File: src/rtl/bcd_sched_pkg.sv
// Shared types and helpers for the time-shared binary-to-BCD converter.
// The add-3 correction is sized by DEF_BCD_DIGITS so other BCD logic can reuse it.
package bcd_sched_pkg;

   localparam int DEF_NUM_W      = 8;
   localparam int DEF_BCD_DIGITS = 3;
   localparam int BCD_W          = DEF_BCD_DIGITS * 4;

   typedef enum logic [1:0] {
      IDLE  = 2'd0,
      LOAD  = 2'd1,
      SHIFT = 2'd2,
      WRITE = 2'd3
   } state_e;

   // One double-dabble correction step: every digit of five or more gets +3.
   function automatic logic [BCD_W-1:0] add3_digits(input logic [BCD_W-1:0] bcd);
      logic [BCD_W-1:0] res;
      res = bcd;
      for (int d = 0; d < DEF_BCD_DIGITS; d++) begin
         if (res[d*4 +: 4] >= 4'd5) begin
            res[d*4 +: 4] = res[d*4 +: 4] + 4'd3;
         end
      end
      return res;
   endfunction

endpackage

File: src/rtl/bcd_rr_arbiter.sv
// Picks the next dirty channel for the shared converter.
// BCD_SCHED_FIXED_PRIO_EN selects fixed priority (lowest index wins) instead of round-robin.
module bcd_rr_arbiter
   import bcd_sched_pkg::*;
#(
   parameter int NUM_REQ = 3
) (
   input  logic [NUM_REQ-1:0] dirty_i,
   input  logic [1:0]         rr_ptr_i,
   output logic [1:0]         grant_o,
   output logic               any_dirty_o
);

   assign any_dirty_o = |dirty_i;

`ifdef BCD_SCHED_FIXED_PRIO_EN
   logic unused_ptr;
   assign unused_ptr = ^rr_ptr_i;

   // Scanning downward leaves the lowest dirty index as the final winner.
   always_comb begin
      grant_o = '0;
      for (int i = NUM_REQ - 1; i >= 0; i--) begin
         if (dirty_i[i]) begin
            grant_o = 2'(i);
         end
      end
   end
`else
   logic found;
   int   idx;

   // Search starts one past the last served channel and wraps.
   always_comb begin
      grant_o = '0;
      found   = 1'b0;
      idx     = 0;
      for (int k = 1; k <= NUM_REQ; k++) begin
         idx = (int'(rr_ptr_i) + k) % NUM_REQ;
         if (!found && dirty_i[idx]) begin
            grant_o = 2'(idx);
            found   = 1'b1;
         end
      end
   end
`endif

endmodule

File: src/rtl/bcd_convert_scheduler.sv
// Shares one shift-add-3 binary-to-BCD engine among NUM_REQ sources, reconverting only changed inputs.
// Define BCD_SCHED_FIXED_PRIO_EN for fixed-priority arbitration; default is round-robin.
module bcd_convert_scheduler
   import bcd_sched_pkg::*;
#(
   parameter int NUM_W      = DEF_NUM_W,
   parameter int BCD_DIGITS = DEF_BCD_DIGITS,
   parameter int NUM_REQ    = 3
) (
   input  logic                          clk,
   input  logic                          reset_n,
   input  logic [NUM_REQ*NUM_W-1:0]      num_in,
   output logic [NUM_REQ*BCD_DIGITS*4-1:0] bcd_out,
   output logic [NUM_REQ-1:0]            bcd_valid,
   output logic                          busy,
   output logic [1:0]                    cur_sel
);

   localparam int SHIFT_W = BCD_DIGITS * 4 + NUM_W;
   localparam int ITER_W  = $clog2(NUM_W + 1);

   state_e                          state_q, state_d;
   logic [NUM_REQ*NUM_W-1:0]        snap_q;
   logic [SHIFT_W-1:0]              shift_q;
   logic [ITER_W-1:0]               iter_q;
   logic [1:0]                      sel_q;
   logic [NUM_REQ*BCD_DIGITS*4-1:0] bcd_q;
   logic [NUM_REQ-1:0]              valid_q;
   logic [NUM_REQ-1:0]              dirty;
   logic [1:0]                      rrPtr;
   logic [1:0]                      grant;
   logic                            anyDirty;
   logic [SHIFT_W-1:0]              shiftAdj;

   // A channel needs work until it has a result and whenever its input leaves the snapshot.
   always_comb begin
      dirty = '0;
      for (int i = 0; i < NUM_REQ; i++) begin
         dirty[i] = !valid_q[i] || (num_in[i*NUM_W +: NUM_W] != snap_q[i*NUM_W +: NUM_W]);
      end
   end

`ifdef BCD_SCHED_FIXED_PRIO_EN
   assign rrPtr = 2'd0;
`else
   logic [1:0] rr_q;

   always_ff @(posedge clk or negedge reset_n) begin
      if (!reset_n) begin
         rr_q <= 2'(NUM_REQ - 1);
      end else if (state_q == WRITE) begin
         rr_q <= sel_q;
      end
   end

   assign rrPtr = rr_q;
`endif

   bcd_rr_arbiter #(
      .NUM_REQ(NUM_REQ)
   ) u_arbiter (
      .dirty_i    (dirty),
      .rr_ptr_i   (rrPtr),
      .grant_o    (grant),
      .any_dirty_o(anyDirty)
   );

   assign shiftAdj = {add3_digits(shift_q[SHIFT_W-1 -: BCD_W]), shift_q[NUM_W-1:0]};

   always_comb begin
      state_d = state_q;
      case (state_q)
         IDLE:    if (anyDirty) state_d = LOAD;
         LOAD:    state_d = SHIFT;
         SHIFT:   if (iter_q == ITER_W'(NUM_W - 1)) state_d = WRITE;
         WRITE:   state_d = IDLE;
         default: state_d = IDLE;
      endcase
   end

   always_ff @(posedge clk or negedge reset_n) begin
      if (!reset_n) begin
         state_q <= IDLE;
      end else begin
         state_q <= state_d;
      end
   end

   // The grant is latched in IDLE so cur_sel is already stable for the whole conversion.
   always_ff @(posedge clk or negedge reset_n) begin
      if (!reset_n) begin
         snap_q  <= '0;
         shift_q <= '0;
         iter_q  <= '0;
         sel_q   <= '0;
         bcd_q   <= '0;
         valid_q <= '0;
      end else begin
         case (state_q)
            IDLE: begin
               if (anyDirty) sel_q <= grant;
            end
            LOAD: begin
               snap_q[sel_q*NUM_W +: NUM_W] <= num_in[sel_q*NUM_W +: NUM_W];
               shift_q <= {{(BCD_DIGITS*4){1'b0}}, num_in[sel_q*NUM_W +: NUM_W]};
               iter_q  <= '0;
            end
            SHIFT: begin
               shift_q <= {shiftAdj[SHIFT_W-2:0], 1'b0};
               iter_q  <= iter_q + ITER_W'(1);
            end
            WRITE: begin
               bcd_q[sel_q*BCD_W +: BCD_W] <= shift_q[SHIFT_W-1 -: BCD_W];
               valid_q[sel_q]              <= 1'b1;
            end
            default: ;
         endcase
      end
   end

   assign bcd_out   = bcd_q;
   assign bcd_valid = valid_q;
   assign busy      = (state_q != IDLE);
   assign cur_sel   = sel_q;

endmodule

File: config.mk
export PLATFORM = sky130hd
export DESIGN_NAME = bcd_convert_scheduler
export DESIGN_NICKNAME = d
export VERILOG_FILES = /design/src/rtl/bcd_sched_pkg.sv /design/src/rtl/bcd_rr_arbiter.sv /design/src/rtl/bcd_convert_scheduler.sv
export SDC_FILE = /design/constraint.sdc
export NUM_CORES = 1
export LEC_CHECK = 0
export CORE_MARGIN = 1.5
export CORE_UTILIZATION = 30
export DETAILED_ROUTE_END_ITERATION = 12
export DONT_BUFFER_PORTS = 1
export GPL_ROUTABILITY_DRIVEN = 0
export GPL_TIMING_DRIVEN = 0
export HOLD_SLACK_MARGIN = 0.1
export SETUP_SLACK_MARGIN = 0.5
export SLEW_MARGIN = 20
export SYNTH_ARGS = -nofsm -noshare
export SYNTH_HDL_FRONTEND = slang
export SYNTH_SLANG_ARGS = --single-unit
File: constraint.sdc
create_clock -name clk -period 5.3 [get_ports clk]
set_input_delay 0.53 -clock clk [delete_from_list [all_inputs] [get_ports clk]]
set_output_delay 0.53 -clock clk [all_outputs]
set_load 0.01 [all_outputs]
# Word level (Yosys, flattened, before mapping)
# Cells that the tools add are included.
[totals] register_bits=93 inputBits=26 output_inout_bits=42 elab_cells=87
[op_classes] n_addsub=9 multipliers=1 div_mod_pow=3 n_lt_le_gt_ge=8 eq_ne=9 shifts=5 mux=26 bitwise_logic=1 reduce_logical=17
[op_table] operator="$lt A32 B4 Y1 const B" count=3
[op_table] operator="$mod A32 B3 Y32 const B" count=3
[op_table] operator="$pmux W20 S2" count=1
[op_table] operator="$bwmux W36" count=1
[op_table] operator="$shift A12 B34 Y36 const A" count=1
[op_table] operator="$shiftx A12 B34 Y36" count=1
[op_table] operator="$neg A5 Y34" count=1
[op_table] operator="$neg A6 Y34" count=1
[op_table] operator="$shift A8 B34 Y24 const A" count=1
[op_table] operator="$shiftx A8 B34 Y24" count=1
[op_table] operator="$bwmux W24" count=1
[op_table] operator="$ne A8 B8 Y1" count=3
[op_table] operator="$shiftx A24 B6 Y8" count=1
[op_table] operator="$ge A4 B3 Y1 const B" count=3
[op_table] operator="$mux W2" count=5
[op_table] operator="$mux W1" count=9
[op_table] operator="$add A4 B2 Y4 const B" count=2
[op_table] operator="$mux W4" count=2
[op_table] operator="$pmux W2 S4" count=1
[op_table] operator="$pmux W4 S2" count=1
[op_table] operator="$add A2 B2 Y3 const B" count=2
[op_table] operator="$bmux W1 S2" count=3
[op_table] operator="$logic_not A1 Y1" count=5
[op_table] operator="$add A4 B1 Y4 const B" count=1
[op_table] operator="other kinds (18)" count=26

# Depth between registers and ports, before layout
[depth] depth_word=12 ltp_mapped=10 depth_no_buf=8

# Hierarchy
# Synthesis repeated with hierarchy kept, for this count alone.
[unflattened] cells_unflattened=461 area_unflattened_um2=4897.2
[by_module_without_submodules] module="bcd_convert_scheduler" instances=1 cells_per_inst=447 area_each_um2=4792.1 seq_area_each_um2=2328.5
[by_module_without_submodules] module="bcd_rr_arbiter" instances=1 cells_per_inst=14 area_each_um2=105.1 seq_area_each_um2=0.0

# Least setup slack after synthesis
# No wires, ideal clock.
[synth_timing] path_kind="register to register" startpoint="register sel_q[1] (netlist: cur_sel[1])" endpoint="register snap_q[0]" setup_time_ps=68 t_arrival_ps=2254 t_required_ps=5232 setup_slack_ps=2977 stages_incl_launch_ff=8 path_buffers=2 synth_period_minus_slack_ps=2323 path_cell_list="dfrtp_1 > buf_2 > inv_1 > ha_1 > buf_2 > nand2b_1 > nor3_1 > a22o_1"
[synth_via] elab_chain_len=3 word_cells_on_any_way=5 cone_classes="1 x add/sub; 3 x shift; 1 x mux"
[synth_lines] element="start: declaration" line="bcd_convert_scheduler.sv:26" text="logic [1:0] sel_q;"
[synth_lines] element="start signal: assignment" line="bcd_convert_scheduler.sv:101" text="if (anyDirty) sel_q <= grant;"
[synth_lines] element="$shiftx A24 B6 Y8 or $neg A5 Y34 (tied branches)" line="bcd_convert_scheduler.sv:104" text="snap_q[sel_q*NUM_W +: NUM_W] <= num_in[sel_q*NUM_W +: NUM_W];"
[synth_lines] element="$shiftx A8 B34 Y24 or $shift A8 B34 Y24 (tied branches)" line="bcd_convert_scheduler.sv:104"
[synth_lines] element="$bwmux W24 *" line="bcd_convert_scheduler.sv:104"
[synth_lines] element="end signal: indexed assignment" line="bcd_convert_scheduler.sv:104"
[synth_lines] element="end: declaration" line="bcd_convert_scheduler.sv:23" text="logic [NUM_REQ*NUM_W-1:0] snap_q;"
# Mark *: on every way between the ends. The rest lies on a longest branch, timed or not.
# A chain may end at the register's enable or synchronous reset.

# Worst setup path after layout
[layout_timing] startpoint="register sel_q[0] (netlist: cur_sel[0])" endpoint="register snap_q[23]"
# Same word-level chain as after synthesis.

==> run metrics <==
CTS tree yes; core area 15900 µm²; final cell count without fillers 714; Reg area 2330 µm²; post-route ant nets 0; endpoint class of the critical path flop; Final Util 34.3%; clk buf depth 2; Synth-to-Final Area Change 11.5%; clock slew at reported path FFs 0.06 ns; Clk Latency, worst-skew pair 0.34 ns; Post-DP HPWL 9.48 mm; Critical Path, Cell by Cell buf_2, inv_1, ha_1, clkbuf_1, nand2_1, nor3_1, a22o_1; Die Area 17100 µm²; number of buffers created by CTS 9; period utilization 57.4%; CP top delay family simple AND/OR/NAND/NOR gates; Comb pwr share 18.1%; total grt overflow 0; initial antenna violation count 0; Place WS 2.29 ns; CP required 5.58 ns; register area share after synthesis 47.5%; area leader, netlist dfrtp_1; clock share of power 30.6%; H-tree levels 3; first-pass GRT wire length 20.5 mm; area of the multi-input gates 2380 µm²; switching power 0.603 mW; vias in the first global route 3850; routed length per instance 17.9 µm; fin area 5470 µm²; slowest cell on the critical path nor3_1; PwrDens 352 nW/µm²; First-pass DRT Iterations 7; die width 131 µm; Rows 46; RSZ-0062 raised after global routing no; Flop pwr share 51.3%; status finished clean; Filler cells 1596; Post-synth top cells 92 x dfrtp_1, 48 x nand2_1, 45 x a22o_1; Crit Path Max Fanout 9; count leader, synth dfrtp_1; share of layout cells above drive strength 1 9.24%; setup_tns 0 ns; HP Class in2async; final hold vios 0; starting density of the core 30.8%; Tmin final 3.04 ns; drt drc 0; number of inserted diodes 0; Buffers on Ports 0; Max Fclk 329 MHz; Post-Syn Nets 528; # setup viols final 0; synth unique cells 48; Max Slew Vio Count 0; Pleak 2.36 nW; number of top-level pins 68; Vias 3849; Post-synth ARST share 100%; largest net degree at the start of global routing 94; Synth top area share 46.9%; Clock Root Buffer clkbuf_16; die height 131 µm; relative slew slack 37.9%; critical path class reg2reg; max-cap violation count 0; Post-CTS Repair Setup Buffers 0; Syn Inst Count 481; Nets 540; post-cts sizing count 0; Placed Area 5180 µm²; Pint 1.32 mW; Buffers & Inverters on Critical Path 3; ranking of synthesized cells by area dfrtp_1 47%, a22o_1 8.0%, ha_1 5.4%, xnor2_1 4.8%, nand2_1 3.7%; final worst slack 2.26 ns; CP Data Arrival Time 3.32 ns; startpoint types flop; CP max stage delay 0.84 ns; peak supply drop 0.151 mV; Worst-Margin Slew 0.924 ns; DR vias/cell 5.39; Sink Count 93; Yosys reg bits 93; Post-Route WL 12.8 mm; Post-synth EDFFs 0; DR iter-0 viols 283; sw frac 31.4%; Mapped Area 4910 µm²; Setup Skew 0.00637 ns; Top FF cell, synth dfrtp_1; Syn. warnings 0; dpl cells 697; Global Route Usage Sum 15.5%; Mean Syn Cell Area 10.2 µm²
==> sequential cells by signal, indices dropped and copies added (netlist names) <==
name       cells
bcd_out       36
bcd_valid      3
cur_sel        2
iter_q         4
rrPtr          2
shift_q       20
snap_q        24
state_q        2
==> cell type report <==
cell class	instances	share of cell area [%]
clock buffer	10	4.18
buffer	23	1.71
timing repair buffer	1	0.503
tap	216	4.94
clock inverter	6	0.709
sequential	93	42.5
multi-input combinational	338	43.6
inverter	27	1.85
==> worst register-to-register path: stages, from the launching register on <==
cell and delay [ns]:
dfrtp_1 0.47, buf_2 0.21, inv_1 0.30, ha_1 0.21, clkbuf_1 0.37, nand2_1 0.35, nor3_1 0.84, a22o_1 0.24
==> power groups by stage <==
stage / logic [mW] / clock network (mW) / registers (mW)
2_1_floorplan: 0.269 / 0 / 0.962
3_3_place_gp: 0.320 / 0 / 0.997
3_5_place_dp: 0.332 / 0 / 1.00
4_1_cts: 0.351 / 0.604 / 0.989
5_1_grt: 0.394 / 0.631 / 1.01
6_report: 0.348 / 0.589 / 0.987
==> worst paths after layout <==
kind	startpoint	to	slack [ns]	cells past startpoint
max	cur_sel[0]$_DFFE_PN0P_	snap_q[23]$_DFFE_PN0P_	2.26	7
min	reset_n	snap_q[13]$_DFFE_PN0P_	0.1	1
max reg2reg	cur_sel[0]$_DFFE_PN0P_	snap_q[23]$_DFFE_PN0P_	2.26	7
min reg2reg	shift_q[2]$_DFFE_PN0P_	shift_q[2]$_DFFE_PN0P_	0.50	1
max in group asynchronous	reset_n	rrPtr[1]$_DFFE_PN1P_	4.82	1
min in group clk	shift_q[2]$_DFFE_PN0P_	shift_q[2]$_DFFE_PN0P_	0.50	1
==> cell usage in the layout, fill, tap and decap left out, types with 4 or more instances in the layout <==
| cell | count |
|---|---|
| a21oi_1 | 12 |
| nand3_1 | 11 |
| inv_1 | 27 |
| and3_1 | 7 |
| nand2b_1 | 4 |
| o31ai_1 | 6 |
| nor3_1 | 11 |
| mux2_2 | 14 |
| dfrtp_1 | 92 |
| clkbuf_16 | 9 |
| ha_1 | 21 |
| clkbuf_1 | 19 |
| or3_1 | 5 |
| nand4_1 | 5 |
| mux2i_1 | 12 |
| o21ai_0 | 35 |
| xnor2_1 | 27 |
| o22ai_1 | 13 |
| a31oi_1 | 5 |
| a22o_1 | 45 |
| nor2_1 | 18 |
| a32o_1 | 4 |
| o21ai_1 | 4 |
| nand2_1 | 48 |
==> what timing repair did <==
action / 4_1_cts / 5_1_grt
endpoints found under the setup margin: 0 / 0
hold buffers: 1 / 0
hold endpoints to repair: 93 / 0
==> cells by family (layout without fill, tap and decap cells) <==
group                    after synthesis  in the layout  synth area share (%)
buffers and inverters                 50             67                  3.98
AND/OR/NAND/NOR                      123            123                  12.4
multiplexers                          27             27                  5.97
XOR/XNOR                              27             27                  4.82
adder cells (fa/ha/maj)               21             21                  5.35
AO/OA/AOI/OAI                        140            140                  20.0
flip-flops                            93             93                  47.5
==> per-layer routing <==
metal | share of wire (%) | track usage [%] | vias to the layer above
li1 | - | - | 1769
met1 | 43 | 19.2 | 1933
met2 | 48 | 25.1 | 127
met3 | 6.9 | 4.23 | 20
met4 | 2.0 | 7.11 | 0
met5 | 0 | 0 | -
==> metrics by stage <==
step | power, mW | hold slack, ns
final | 1.92 | 0.0965
after global routing | 2.03 | 0.126
after CTS | 1.94 | 0.124
after detailed placement | 1.33 | 0.239
after global placement | 1.32 | 0.239
after floorplan | 1.23 | 0.234
(Power assumes the default switching activity.)
